**config.mk**
```make
export PLATFORM = sky130hd
export DESIGN_NAME = mips32_load_writeback
export DESIGN_NICKNAME = d
export VERILOG_FILES = /design/src/rtl/mips32_load_writeback.sv
export SDC_FILE = /design/constraint.sdc
export NUM_CORES = 1
export LEC_CHECK = 0
export CELL_PAD_IN_SITES_DETAIL_PLACEMENT = 1
export CELL_PAD_IN_SITES_GLOBAL_PLACEMENT = 2
export CORE_MARGIN = 2
export CORE_UTILIZATION = 28
export DETAILED_ROUTE_END_ITERATION = 12
export PLACE_DENSITY_LB_ADDON = 0.2
export REMOVE_ABC_BUFFERS = 1
export SLEW_MARGIN = 20
export SYNTH_ARGS = -nofsm -noshare
export SYNTH_HDL_FRONTEND = slang
export SYNTH_SLANG_ARGS = --single-unit
```
**constraint.sdc**
```tcl
create_clock -name clk -period 2.3 [get_ports clk]
set_input_delay 0.46 -clock clk [delete_from_list [all_inputs] [get_ports clk]]
set_output_delay 0.46 -clock clk [all_outputs]
set_load 0.05 [all_outputs]
```
**src/rtl/mips32_load_writeback.sv**
```systemverilog
// rtl/mips32_load_writeback.sv - MIPS32 writeback stage: ALU retire, load align/extend/merge, stall and timeout
module mips32_load_writeback #(
   parameter int N       = 32,
   parameter int O       = 5,
   parameter int TIMEOUT = 255,
   parameter int TW      = $clog2(TIMEOUT + 1)
) (
   input  logic         clk,
   input  logic         rstn,
   input  logic         wb_val,
   output logic         wb_rdy,
   input  logic [O-1:0] wb_adr,
   input  logic [N-1:0] wb_res,
   input  logic         wb_is_load,
   input  logic [2:0]   wb_ltype,
   input  logic         mem_rvalid,
   input  logic [N-1:0] mem_rdata,
   output logic [O-1:0] gpr_wr_adr,
   output logic [N-1:0] gpr_wr_dat,
   output logic         gpr_wr_val,
   output logic [3:0]   gpr_byte_en,
   output logic         stall,
   output logic         addr_err,
   output logic         bus_err
);

   localparam logic [2:0] LT_LB  = 3'd0;
   localparam logic [2:0] LT_LBU = 3'd1;
   localparam logic [2:0] LT_LH  = 3'd2;
   localparam logic [2:0] LT_LHU = 3'd3;
   localparam logic [2:0] LT_LW  = 3'd4;
   localparam logic [2:0] LT_LWL = 3'd5;
   localparam logic [2:0] LT_LWR = 3'd6;
   localparam logic [2:0] LT_RSV = 3'd7;

   typedef enum logic {
      IDLE     = 1'b0,
      WAIT_MEM = 1'b1
   } state_t;

   state_t        state_q;
   logic [O-1:0]  ld_adr_q;
   logic [2:0]    ld_type_q;
   logic [1:0]    ld_k_q;
   logic [TW-1:0] cnt_q;

   logic [O-1:0]  wr_adr_q;
   logic [N-1:0]  wr_dat_q;
   logic          wr_val_q;
   logic [3:0]    wr_be_q;
   logic          addr_err_q;
   logic          bus_err_q;

   logic          misalign;
   logic [N-1:0]  lane_w;
   logic [N-1:0]  fmt_dat_d;
   logic [3:0]    fmt_be_d;

   // Handshake and hold are pure decodes of the state register
   assign wb_rdy      = (state_q == IDLE);
   assign stall       = (state_q == WAIT_MEM);
   assign gpr_wr_adr  = wr_adr_q;
   assign gpr_wr_dat  = wr_dat_q;
   assign gpr_wr_val  = wr_val_q;
   assign gpr_byte_en = wr_be_q;
   assign addr_err    = addr_err_q;
   assign bus_err     = bus_err_q;

   // Alignment check on the incoming request; unaligned halfwords/words and the reserved type abort at accept
   always_comb begin
      misalign = 1'b0;
      case (wb_ltype)
         LT_LH, LT_LHU: misalign = wb_res[0];
         LT_LW:         misalign = (wb_res[1:0] != 2'b00);
         LT_RSV:        misalign = 1'b1;
         default:       misalign = 1'b0;
      endcase
   end

   // Format the returned word: lane select and extend, or LWL/LWR shift with partial byte enables
   always_comb begin
      lane_w    = mem_rdata >> {ld_k_q, 3'b000};
      fmt_dat_d = mem_rdata;
      fmt_be_d  = 4'hF;
      case (ld_type_q)
         LT_LB:  fmt_dat_d = {{(N-8){lane_w[7]}}, lane_w[7:0]};
         LT_LBU: fmt_dat_d = {{(N-8){1'b0}}, lane_w[7:0]};
         LT_LH:  fmt_dat_d = {{(N-16){lane_w[15]}}, lane_w[15:0]};
         LT_LHU: fmt_dat_d = {{(N-16){1'b0}}, lane_w[15:0]};
         LT_LWR: begin
            fmt_dat_d = lane_w;
            fmt_be_d  = 4'hF >> ld_k_q;
         end
         LT_LWL: begin
            // ~k equals 3-k for a 2-bit offset
            fmt_dat_d = mem_rdata << {~ld_k_q, 3'b000};
            fmt_be_d  = 4'hF << (~ld_k_q);
         end
         default: begin
            fmt_dat_d = mem_rdata;
            fmt_be_d  = 4'hF;
         end
      endcase
   end

   // Writeback FSM: retires ALU results, tracks one outstanding load, and registers every output pulse
   always_ff @(posedge clk or negedge rstn) begin
      if (!rstn) begin
         state_q    <= IDLE;
         ld_adr_q   <= '0;
         ld_type_q  <= '0;
         ld_k_q     <= '0;
         cnt_q      <= '0;
         wr_adr_q   <= '0;
         wr_dat_q   <= '0;
         wr_val_q   <= 1'b0;
         wr_be_q    <= '0;
         addr_err_q <= 1'b0;
         bus_err_q  <= 1'b0;
      end else begin
         wr_val_q   <= 1'b0;
         addr_err_q <= 1'b0;
         bus_err_q  <= 1'b0;
         case (state_q)
            IDLE: begin
               // A response with nothing outstanding is a protocol error, never written back
               if (mem_rvalid) begin
                  bus_err_q <= 1'b1;
               end
               if (wb_val) begin
                  if (!wb_is_load) begin
                     // r0 writes are suppressed and the write port keeps its previous contents
                     if (wb_adr != '0) begin
                        wr_val_q <= 1'b1;
                        wr_adr_q <= wb_adr;
                        wr_dat_q <= wb_res;
                        wr_be_q  <= 4'hF;
                     end
                  end else if (misalign) begin
                     addr_err_q <= 1'b1;
                  end else begin
                     ld_adr_q  <= wb_adr;
                     ld_type_q <= wb_ltype;
                     ld_k_q    <= wb_res[1:0];
                     cnt_q     <= '0;
                     state_q   <= WAIT_MEM;
                  end
               end
            end
            WAIT_MEM: begin
               // Data arriving in the expiry cycle takes priority over the timeout
               if (mem_rvalid) begin
                  if (ld_adr_q != '0) begin
                     wr_val_q <= 1'b1;
                     wr_adr_q <= ld_adr_q;
                     wr_dat_q <= fmt_dat_d;
                     wr_be_q  <= fmt_be_d;
                  end
                  state_q <= IDLE;
               end else if (cnt_q == TW'(TIMEOUT - 1)) begin
                  bus_err_q <= 1'b1;
                  cnt_q     <= '0;
                  state_q   <= IDLE;
               end else begin
                  cnt_q <= cnt_q + 1'b1;
               end
            end
            default: state_q <= IDLE;
         endcase
      end
   end

endmodule

```
# Word level (Yosys, flattened, before mapping)
# Cells that the tools add are included.
# W data, S select, Z words.
dict set report word_totals {
  reg_bits 63
  inputBits 77
  out_inout_bits 46
  wordCells 92
}
dict set report classes {
  add_sub_neg 1
  eq_ne 18
  n_shift 4
  n_mux 47
  bitwise_logic 3
  n_reduce_logical 8
}
# operator count
set ops {}
lappend ops {{$pmux W32 S6} 1}
lappend ops {{$mux W32} 5}
lappend ops {{$pmux W32 S2} 1}
lappend ops {{$mux W8} 5}
lappend ops {{$shl A32 B5 Y32} 1}
lappend ops {{$shr A32 B5 Y32} 1}
lappend ops {{$mux W5} 5}
lappend ops {{$mux W4} 5}
lappend ops {{$mux W1} 17}
lappend ops {{$pmux W4 S2} 2}
lappend ops {{$pmux W8 S2} 1}
lappend ops {{$eq A3 B2 Y1 const B} 4}
lappend ops {{$eq A3 B3 Y1 const B} 4}
lappend ops {{$ne A2 B2 Y1 const B} 5}
lappend ops {{$pmux W5 S2} 1}
lappend ops {{$reduce_bool A5 Y1} 2}
lappend ops {{$add A8 B1 Y8 const B} 1}
lappend ops {{$eq A8 B8 Y1 const B} 1}
lappend ops {{$reduce_and A4 Y1} 2}
lappend ops {{$ne A2 B1 Y1 const B} 3}
lappend ops {{$pmux W1 S2} 3}
lappend ops {{$reduce_and A5 Y1} 1}
lappend ops {{$shl A4 B2 Y4 const A} 1}
lappend ops {{$shr A4 B2 Y4 const A} 1}
lappend ops {{other kinds (7)} 8}

# Longest topological paths before layout
# Gate-level depths: netlist of run 1.
dict set report logic_depth {
  depth_word 7
  depth_mapped 8
  ltp_nobuf 7
}

# Least setup slack after synthesis of run 1
# OpenSTA, ideal clock, no wires.
dict set report synth_path {
  path_type {reg2out}
  startpoint {reg state_q, in the netlist stall}
  endpoint {out wb_rdy}
  arrival_time_ns 1.456
  required_time_ns 1.840
  path_slack_ns 0.384
  stages_incl_launch_ff 3
  n_path_buf 1
  cell_sequence {dfrtp_1 inv_2 buf_1}
}
dict set report synth_via {
  elab_chain_len 1
}
# item line
set synth_rtl {}
lappend synth_rtl {{start, declared} 41} ;# state_t state_q;
lappend synth_rtl {{start signal, assigned} 109} ;# state_q <= IDLE;
lappend synth_rtl {{start signal, assigned} 146} ;# state_q <= WAIT_MEM;
lappend synth_rtl {{start signal, assigned} 159} ;# state_q <= IDLE;
lappend synth_rtl {{$not A1 Y1 (no source line)} -}
lappend synth_rtl {{end, declared} 11} ;# output logic wb_rdy,
# Every way passes these cells.

# Worst setup path in the final report of run 1
dict set report layout_path {
  startpoint {reg ld_type_q[1]}
  endpoint {reg wr_dat_q[1], in the netlist gpr_wr_dat[1]}
}
dict set report layout_via {
  elab_chain_len 5
  word_cells_on_any_way 10
  cone_classes {eq/ne (5); mux (4); reduce/logical (1)}
}
# item line
set layout_rtl {}
lappend layout_rtl {{start, declared} 43} ;# logic [2:0] ld_type_q;
lappend layout_rtl {{start signal, assigned} 143} ;# ld_type_q <= wb_ltype;
lappend layout_rtl {{$eq A3 B3 Y1, or another cell as far along} 85} ;# case (ld_type_q)
lappend layout_rtl {{$pmux W32 S6 *} 85}
lappend layout_rtl {{$mux W32 *} 153} ;# if (ld_adr_q != '0) begin
lappend layout_rtl {{$mux W32 *} 152} ;# if (mem_rvalid) begin
lappend layout_rtl {{$pmux W32 S2 *} 124} ;# case (state_q)
lappend layout_rtl {{end signal, assigned} 136} ;# wr_dat_q <= wb_res;
lappend layout_rtl {{end signal, assigned} 156} ;# wr_dat_q <= fmt_dat_d;
lappend layout_rtl {{end, declared} 48} ;# logic [N-1:0] wr_dat_q;
# Every way passes the cells marked *; elsewhere a longest branch is shown, timed or not. The select of a mux whose other input is x is not followed.
# A chain may end at the register's enable or synchronous reset.

==> results of run 1 <==
-- worst max path at each step --
stage	end	start	cells after the start
after floorplan	gpr_wr_dat[8]$_DFFE_PN0P_	stall$_DFF_PN0_	6
after global placement	cnt_q[4]$_DFFE_PN0P_	wb_res[1]	6
after detailed placement	cnt_q[5]$_DFFE_PN0P_	wb_ltype[0]	6
after CTS	cnt_q[5]$_DFFE_PN0P_	wb_ltype[0]	6
after global routing	gpr_wr_dat[1]$_DFFE_PN0P_	ld_type_q[1]$_DFFE_PN0P_	6
final	gpr_wr_dat[1]$_DFFE_PN0P_	ld_type_q[1]$_DFFE_PN0P_	6
-- registers in the layout, summed over array words and instances, names as in the netlist --
signal / cells
ld_adr_q: 5
bus_err: 1
cnt_q: 8
ld_type_q: 3
addr_err: 1
ld_k_q: 2
stall: 1
gpr_wr_val: 1
gpr_wr_dat: 32
gpr_byte_en: 4
gpr_wr_adr: 5
-- cell usage after synthesis, types with 5 or more instances --
| library cell | n |
|---|---|
| clkbuf_1 | 9 |
| a211oi_1 | 7 |
| o21ai_0 | 20 |
| nand3_1 | 27 |
| buf_6 | 9 |
| nand2_1 | 58 |
| mux2_2 | 18 |
| a21oi_1 | 5 |
| dfrtp_1 | 63 |
| o31ai_1 | 9 |
| nor2_1 | 56 |
| a221oi_1 | 14 |
| buf_2 | 8 |
| o311ai_1 | 20 |
| a32oi_1 | 7 |
| o21a_1 | 6 |
| o22ai_1 | 14 |
| mux2i_1 | 20 |
-- per-layer routing --
layer	global-route usage	part of all wire	vias up
met5	0	0	-
met4	0.0778	0.019	0
met3	0.0312	0.038	17
met2	0.330	0.47	99
met1	0.269	0.47	2101
li1	-	-	1946
-- report_power, final --
part	leakage [nW]	total (mW)	switching [mW]	internal (mW)
clock network	0.162	1.51	0.532	0.974
logic	1.47	3.55	2.20	1.35
registers	0.768	1.72	0.271	1.44
total	2.40	6.77	3.00	3.77
-- through the flow --
step	instances	util	area, sq um
2_1_floorplan	407	-	3910
3_3_place_gp	751	0.394	5700
3_5_place_dp	751	0.394	5700
4_1_cts	767	0.416	6020
5_1_grt	767	0.416	6020
6_report	767	0.416	6020
-- worst max-delay path, cell delays in order, from the launching register on --
cell and delay (ns):
dfrtp_1 0.51, nand2b_1 0.30, nand2_1 0.11, a21oi_1 0.45
buf_4 0.26, a221oi_1 0.11, o31ai_1 0.24
-- area by class of cell --
cell class,count,area (sq um)
well taps,184,230
inverters,6,22.5
fillers,1653,8460
multi-input cells,338,2310
clock inverters,6,83.8
flip-flops and latches,63,1580
clock buffers,10,239
repair buffers,160,1560
-- logic make-up (layout without fill, tap and decap cells) --
family                   count (synthesis)  count (layout)  share of synthesized area
AND/OR/NAND/NOR                        171             171                      0.196
AO/OA/AOI/OAI                          125             125                      0.251
flip-flops                              63              63                      0.382
multiplexers                            40              40                      0.107
buffers and inverters                   39             182                     0.0579
adder cells (fa/ha/maj)                  2               2                    0.00606
==> flow_summary.ini, run 1 <==
[clock_tree]
clk_latency_ns = 0.35
cts_resized = 0
cts_tree = yes
clock_sinks = 63
cts_inserted_buffers = 9
htree_levels = 3
cts_setup_buffers = 0
clock_path_buffers = 2
postCtsHoldBufs = 0
cts.clk_slew.worst_paths_ns = 0.05
root_buffer = clkbuf_16

[sta]
hold_violations = 0
post-route-min-period_ns = 2.08
fin_tns_setup_ns = 0
slew_headroom = 0.482
setup_viol = 0
skew_ns = 0.00636
rsz0062_at_grt = no
fmax_mhz = 480
final.period_utilization = 0.906
whs_ns = 0.137
drv_slew = 0
worstMarginPinSlew_ns = 0.774
setup_slack_ns = 0.216

[detailed_routing]
vias_per_cell = 5.43
drt-total-wl_um = 15400
dr_total_vias = 4163
first_pass_iters = 4
drcViolationCount = 0
antenna_left = 0
drt_iter0_drc = 156
wl_per_cell_um = 20.1

[power_and_ir_drop]
p_leak_nw = 2.40
vdd_drop_max_uv = 414
finalPower_mw = 6.77
powerDensity_nw_per_um2 = 1120

[worst_setup_path]
r2r_cells = 6
path_max_fanout = 11
r2r_end = gpr_wr_dat[1]$_DFFE_PN0P_
r2r_slack_ns = 0.22
cp_data_arrival_time_ns = 2.33
crit_path_end_kind = flop
required_ns = 2.54
worstReg2RegStart = ld_type_q[1]$_DFFE_PN0P_
startpoint_type = flop
worst-setup-path-type = flop to flop

[global_routing]
track_usage = 0.202
grt_pass1_wl_um = 24900
grt_max_degree = 64
grt_pass1_vias = 4510
grt_overflow = 0
antenna_found_initial = 0

[run]
drv_cap = 0

[run_status]
status = finished, final reports clean

[floorplan]
start_util = 0.285
pin_count = 123
die_h_um = 125
die_w_um = 125
rows = 44
dieArea_sq_um = 15700
coreArea_sq_um = 14500

[worst_hold_path]
hold_path.class = primary input to asynchronous set/reset pin

[layout]
finalNetCount = 657
num_antenna_cells = 0
drive_gt1_frac = 0.170
layout_common_cells = 119 x clkdlybuf4s50_1, 63 x dfrtp_1, 58 x nand2_1, 56 x nor2_1, 35 x buf_4
mostFrequentLayoutCell = clkdlybuf4s50_1
syn2layout_area_growth_pct = 45.9

[placement]
numPortBuffers = 122
hpwl_um = 11300
pre_cts_slack_ns = -0.157
gp_congestion = 0.850

[synth]
synth.top_cell.area_share = 0.382
ys.flop_type = dfrtp_1
synth-seq-area-share = 0.382
ys_types = 58
synth.cell_area_sq_um = 4130
synth_cells = 440
synthTopCellsByArea = dfrtp_1 38%, nand2_1 5.3%, nor2_1 5.1%
synth_area_leader_cell = dfrtp_1
synthArstFlopShare = 1.00
synth_edf_count = 0
avgSynthCellArea_sq_um = 9.38
synth_seq_cells = 63
yosysWarnings = 0
Note: power is estimated with default switching activity, not from simulation.
==> run 2, diff against run 1 <==
--- a/config.mk
+++ b/config.mk
@@ -5,7 +5,8 @@
 export SDC_FILE = /design/constraint.sdc
 export NUM_CORES = 1
 export LEC_CHECK = 0
-export CELL_PAD_IN_SITES_DETAIL_PLACEMENT = 1
+export ABC_CLOCK_PERIOD_IN_PS = 2300
+export CELL_PAD_IN_SITES_DETAIL_PLACEMENT = 2
 export CELL_PAD_IN_SITES_GLOBAL_PLACEMENT = 2
 export CORE_MARGIN = 2
 export CORE_UTILIZATION = 28
==> flow_summary.ini, run 2 (synthesized netlist as in run 1, its figures left out) <==
[detailed_routing]
vias_per_cell = 5.52
antenna_left = 0
drt_iter0_drc = 214
dr_total_vias = 4232
drcViolationCount = 0
wl_per_cell_um = 21.6
first_pass_iters = 4
drt-total-wl_um = 16500

[floorplan]
dieArea_sq_um = 15700
die_w_um = 125
rows = 44
coreArea_sq_um = 14500
pin_count = 123
start_util = 0.285
die_h_um = 125

[worst_setup_path]
r2r_cells = 5
worst-setup-path-type = flop to flop
startpoint_type = flop
path_max_fanout = 8
cp_data_arrival_time_ns = 2.34
crit_path_end_kind = flop
required_ns = 2.53

[clock_tree]
clock_sinks = 63
htree_levels = 3
postCtsHoldBufs = 0
cts_inserted_buffers = 9
clk_latency_ns = 0.35
cts_tree = yes
cts_setup_buffers = 0
root_buffer = clkbuf_16
clock_path_buffers = 2
cts.clk_slew.worst_paths_ns = 0.06
cts_resized = 0

[layout]
mostFrequentLayoutCell = clkdlybuf4s50_1
syn2layout_area_growth_pct = 45.8
num_antenna_cells = 0
drive_gt1_frac = 0.173
largest_register_ff_count = 32
layout_common_cells = 119 x clkdlybuf4s50_1, 63 x dfrtp_1, 58 x nand2_1, 56 x nor2_1, 35 x buf_4
nFillCells = 1570
finalNetCount = 657
stdcell_count = 767
fin_area_sq_um = 6020

[sta]
slew_headroom = 0.642
whs_ns = 0.126
rsz0062_at_grt = no
final.period_utilization = 0.919
drv_slew = 0
skew_ns = 0.00761
fmax_mhz = 473
hold_violations = 0
worstMarginPinSlew_ns = 0.534
setup_slack_ns = 0.185
setup_viol = 0
post-route-min-period_ns = 2.11

[power_and_ir_drop]
finalPower_mw = 6.75
powerDensity_nw_per_um2 = 1120
vdd_drop_max_uv = 366
p_leak_nw = 2.39

[run]
drv_cap = 0

[placement]
hpwl_um = 12100
postPlaceCellArea_sq_um = 5700
dp.cells = 751
pre_cts_slack_ns = -0.168
numPortBuffers = 122
gp_congestion = 0.850

[global_routing]
track_usage = 0.216
grt_overflow = 0
grt_pass1_wl_um = 26800
grt_pass1_vias = 4690
grt_max_degree = 64
antenna_found_initial = 0

[run_status]
status = finished, final reports clean

[worst_hold_path]
hold_path.class = primary input to asynchronous set/reset pin
run 2: cell count changes in the layout (fill, tap and decap cells not counted):
cell / previous run / this run
a21oi_1: 5 / 4
a21oi_2: 0 / 1
a31oi_2: 0 / 1
clkinv_2: 3 / 2
clkinvlp_4: 0 / 1
bufinv_16: 2 / 1
a31oi_1: 1 / 0
clkbuf_8: 1 / 2
run 2: report_power, final:
group | total (mW) | switching (mW) | leakage [nW] | internal (mW)
sequential | 1.72 | 0.277 | 0.768 | 1.44
clock | 1.44 | 0.545 | 0.152 | 0.896
combinational | 3.59 | 2.24 | 1.47 | 1.35
run 2: final timing paths:
check / slack (ns) / start / to
max: 0.19 / ld_type_q[2]$_DFFE_PN0P_ / gpr_wr_dat[21]$_DFFE_PN0P_
min reg2reg: 0.48 / gpr_wr_dat[6]$_DFFE_PN0P_ / gpr_wr_dat[6]$_DFFE_PN0P_
max reg2reg: 0.19 / ld_type_q[2]$_DFFE_PN0P_ / gpr_wr_dat[21]$_DFFE_PN0P_
min: 0.13 / rstn / gpr_wr_dat[3]$_DFFE_PN0P_
min in group clk: 0.48 / gpr_wr_dat[6]$_DFFE_PN0P_ / gpr_wr_dat[6]$_DFFE_PN0P_
max in group asynchronous: 1.86 / rstn / gpr_wr_dat[7]$_DFFE_PN0P_
run 2: cell type report:
| class | count | area, sq um | area share |
|---|---|---|---|
| Clock inverter | 5 | 56.3 | 0.00936 |
| Timing Repair Buffer | 160 | 1560 | 0.259 |
| Sequential cell | 63 | 1580 | 0.262 |
| Multi-Input combinational cell | 338 | 2320 | 0.386 |
| Tap cell | 184 | 230 | 0.0383 |
| Inverter | 6 | 22.5 | 0.00374 |
| Clock buffer | 11 | 253 | 0.0420 |
run 2: critical path, stage by stage, from the launching register on:
cell and delay, ns:
dfrtp_1 0.55, buf_4 0.22, nand4bb_1 0.44, o22ai_1 0.37
a211oi_1 0.08, o311ai_1 0.33
run 2: layer usage:
layer	GRT usage	share of wire	up-vias	wire length (um)
met5	0	0	-	0
met4	0.0732	0.019	0	322
met3	0.0359	0.038	20	634
met2	0.362	0.49	104	8120
met1	0.283	0.45	2166	7460
li1	-	-	1942	-
run 2: stage by stage:
| stage | utilization | TNS [ns] |
|---|---|---|
| detailed placement | 0.394 | -2.76 |
| CTS | 0.415 | 0 |
| floorplan | - | -25.62 |
| global placement | 0.394 | -1.44 |
| finish | 0.416 | 0 |
| global route | 0.416 | 0 |
==> run 3, diff against run 2 <==
==> constraint.sdc (replaced) <==
create_clock -name clk -period 2.3 [get_ports clk]
set_input_delay 0.345 -clock clk [delete_from_list [all_inputs] [get_ports clk]]
set_output_delay 0.345 -clock clk [all_outputs]
set_load 0.05 [all_outputs]
==> flow_summary.ini, run 3 (synthesized netlist as in run 1, its figures left out) <==
[detailed_routing]
drcViolationCount = 0
drt-total-wl_um = 16700
first_pass_iters = 4
vias_per_cell = 5.55
drt_iter0_drc = 192
dr_total_vias = 4220
wl_per_cell_um = 22.0
antenna_left = 0

[run_status]
status = finished, final reports clean

[placement]
numPortBuffers = 122
postPlaceCellArea_sq_um = 5640
pre_cts_slack_ns = -0.0619
hpwl_um = 12200
gp_congestion = 0.858

[worst_setup_path]
path_cells = nand2b_1 > nand2_1 > a21oi_1 > buf_4 > a221oi_1 > o31ai_1
required_ns = 2.54
startpoint_type = flop
cp_data_arrival_time_ns = 2.34
path_max_fanout = 11
slowest_delay_ns = 0.52
cp_top_family = compound AO/OA/AOI/OAI gates
worst-setup-path-type = flop to flop
crit_path_end_kind = flop
crit_buf_inv = 1
slowest_stage = dfrtp_1

[clock_tree]
root_buffer = clkbuf_16
cts_resized = 0
cts.clk_slew.worst_paths_ns = 0.06
cts_inserted_buffers = 9
clock_sinks = 63
htree_levels = 3
cts_setup_buffers = 0
cts_tree = yes
clock_path_buffers = 2
postCtsHoldBufs = 0
clk_latency_ns = 0.34

[power_and_ir_drop]
powerDensity_nw_per_um2 = 1140
combPwrFrac = 0.527
switching_share = 0.446
p_leak_nw = 2.36
vdd_drop_max_uv = 481
p_clk_frac = 0.220
internal-power_mw = 3.78
p_switching_mw = 3.04
power_frac_seq = 0.253

[floorplan]
dieArea_sq_um = 15700
die_w_um = 125
die_h_um = 125
pin_count = 123
rows = 44
start_util = 0.285
coreArea_sq_um = 14500

[sta]
hold_violations = 0
whs_ns = 0.00464
final.period_utilization = 0.915
rsz0062_at_grt = no
setup_slack_ns = 0.196
setup_viol = 0
worstMarginPinSlew_ns = 0.750
skew_ns = 0.00751
slew_headroom = 0.497
drv_slew = 0
fmax_mhz = 475
post-route-min-period_ns = 2.10
fin_tns_setup_ns = 0

[global_routing]
antenna_found_initial = 0
grt_overflow = 0
grt_pass1_wl_um = 26900
track_usage = 0.217
grt_max_degree = 42
grt_pass1_vias = 4754

[layout]
drive_gt1_frac = 0.161
fin_util = 0.412
syn2layout_area_growth_pct = 44.5
mostFrequentLayoutCell = clkdlybuf4s50_1
finalNetCount = 653
fin_area_sq_um = 5960
largest_register_ff_count = 32
num_antenna_cells = 0
nFillCells = 1578
layout_common_cells = 119 x clkdlybuf4s50_1, 63 x dfrtp_1, 58 x nand2_1, 56 x nor2_1, 33 x buf_4

[run]
drv_cap = 0

[worst_hold_path]
hold_path.class = primary input to asynchronous set/reset pin
run 3: worst register-to-register path: stages (launching register included):
cell and delay [ns]:
dfrtp_1 0.52, nand2b_1 0.33, nand2_1 0.12, a21oi_1 0.44, buf_4 0.25, a221oi_1 0.12, o31ai_1 0.22
run 3: layout make-up:
type	count	area, sq um	share of cell area
sequential	63	1580	0.264
multi-input combinational	338	2310	0.387
tap	184	230	0.0386
clock buffer	11	253	0.0424
inverter	6	22.5	0.00378
clock inverter	3	67.6	0.0113
timing repair buffer	156	1500	0.252
run 3: stage by stage:
step | cells | power, mW
floorplan | 407 | 3.85
global placement | 747 | 5.22
detailed placement | 747 | 5.33
CTS | 761 | 6.88
global route | 761 | 7.17
finish | 761 | 6.81
run 3: final timing paths:
| path | start | end | slack (ns) | cells after the start |
|---|---|---|---|---|
| setup / recovery | ld_type_q[1]$_DFFE_PN0P_ | gpr_wr_dat[2]$_DFFE_PN0P_ | 0.20 | 6 |
| hold / removal | rstn | gpr_wr_dat[27]$_DFFE_PN0P_ | 0.005 | 2 |
| setup reg to reg | ld_type_q[1]$_DFFE_PN0P_ | gpr_wr_dat[2]$_DFFE_PN0P_ | 0.20 | 6 |
| hold reg to reg | gpr_wr_dat[6]$_DFFE_PN0P_ | gpr_wr_dat[6]$_DFFE_PN0P_ | 0.48 | 2 |
| max in group asynchronous | rstn | gpr_byte_en[1]$_DFFE_PN0P_ | 1.80 | 2 |
| min in group clk | gpr_wr_dat[6]$_DFFE_PN0P_ | gpr_wr_dat[6]$_DFFE_PN0P_ | 0.48 | 2 |
run 3: power by group through the flow:
stage | Clock (mW) | Combinational (mW) | Sequential (mW)
2_1_floorplan | 0 | 1.18 | 2.67
3_3_place_gp | 0 | 3.49 | 1.73
3_5_place_dp | 0 | 3.58 | 1.75
4_1_cts | 1.54 | 3.61 | 1.73
5_1_grt | 1.57 | 3.82 | 1.79
6_report | 1.50 | 3.59 | 1.73
run 3: metal layers:
layer / GRT usage / wire length (um)
met1: 0.278 / 7480
met2: 0.377 / 8440
met3: 0.0347 / 570
met4: 0.0654 / 248
met5: 0 / 0
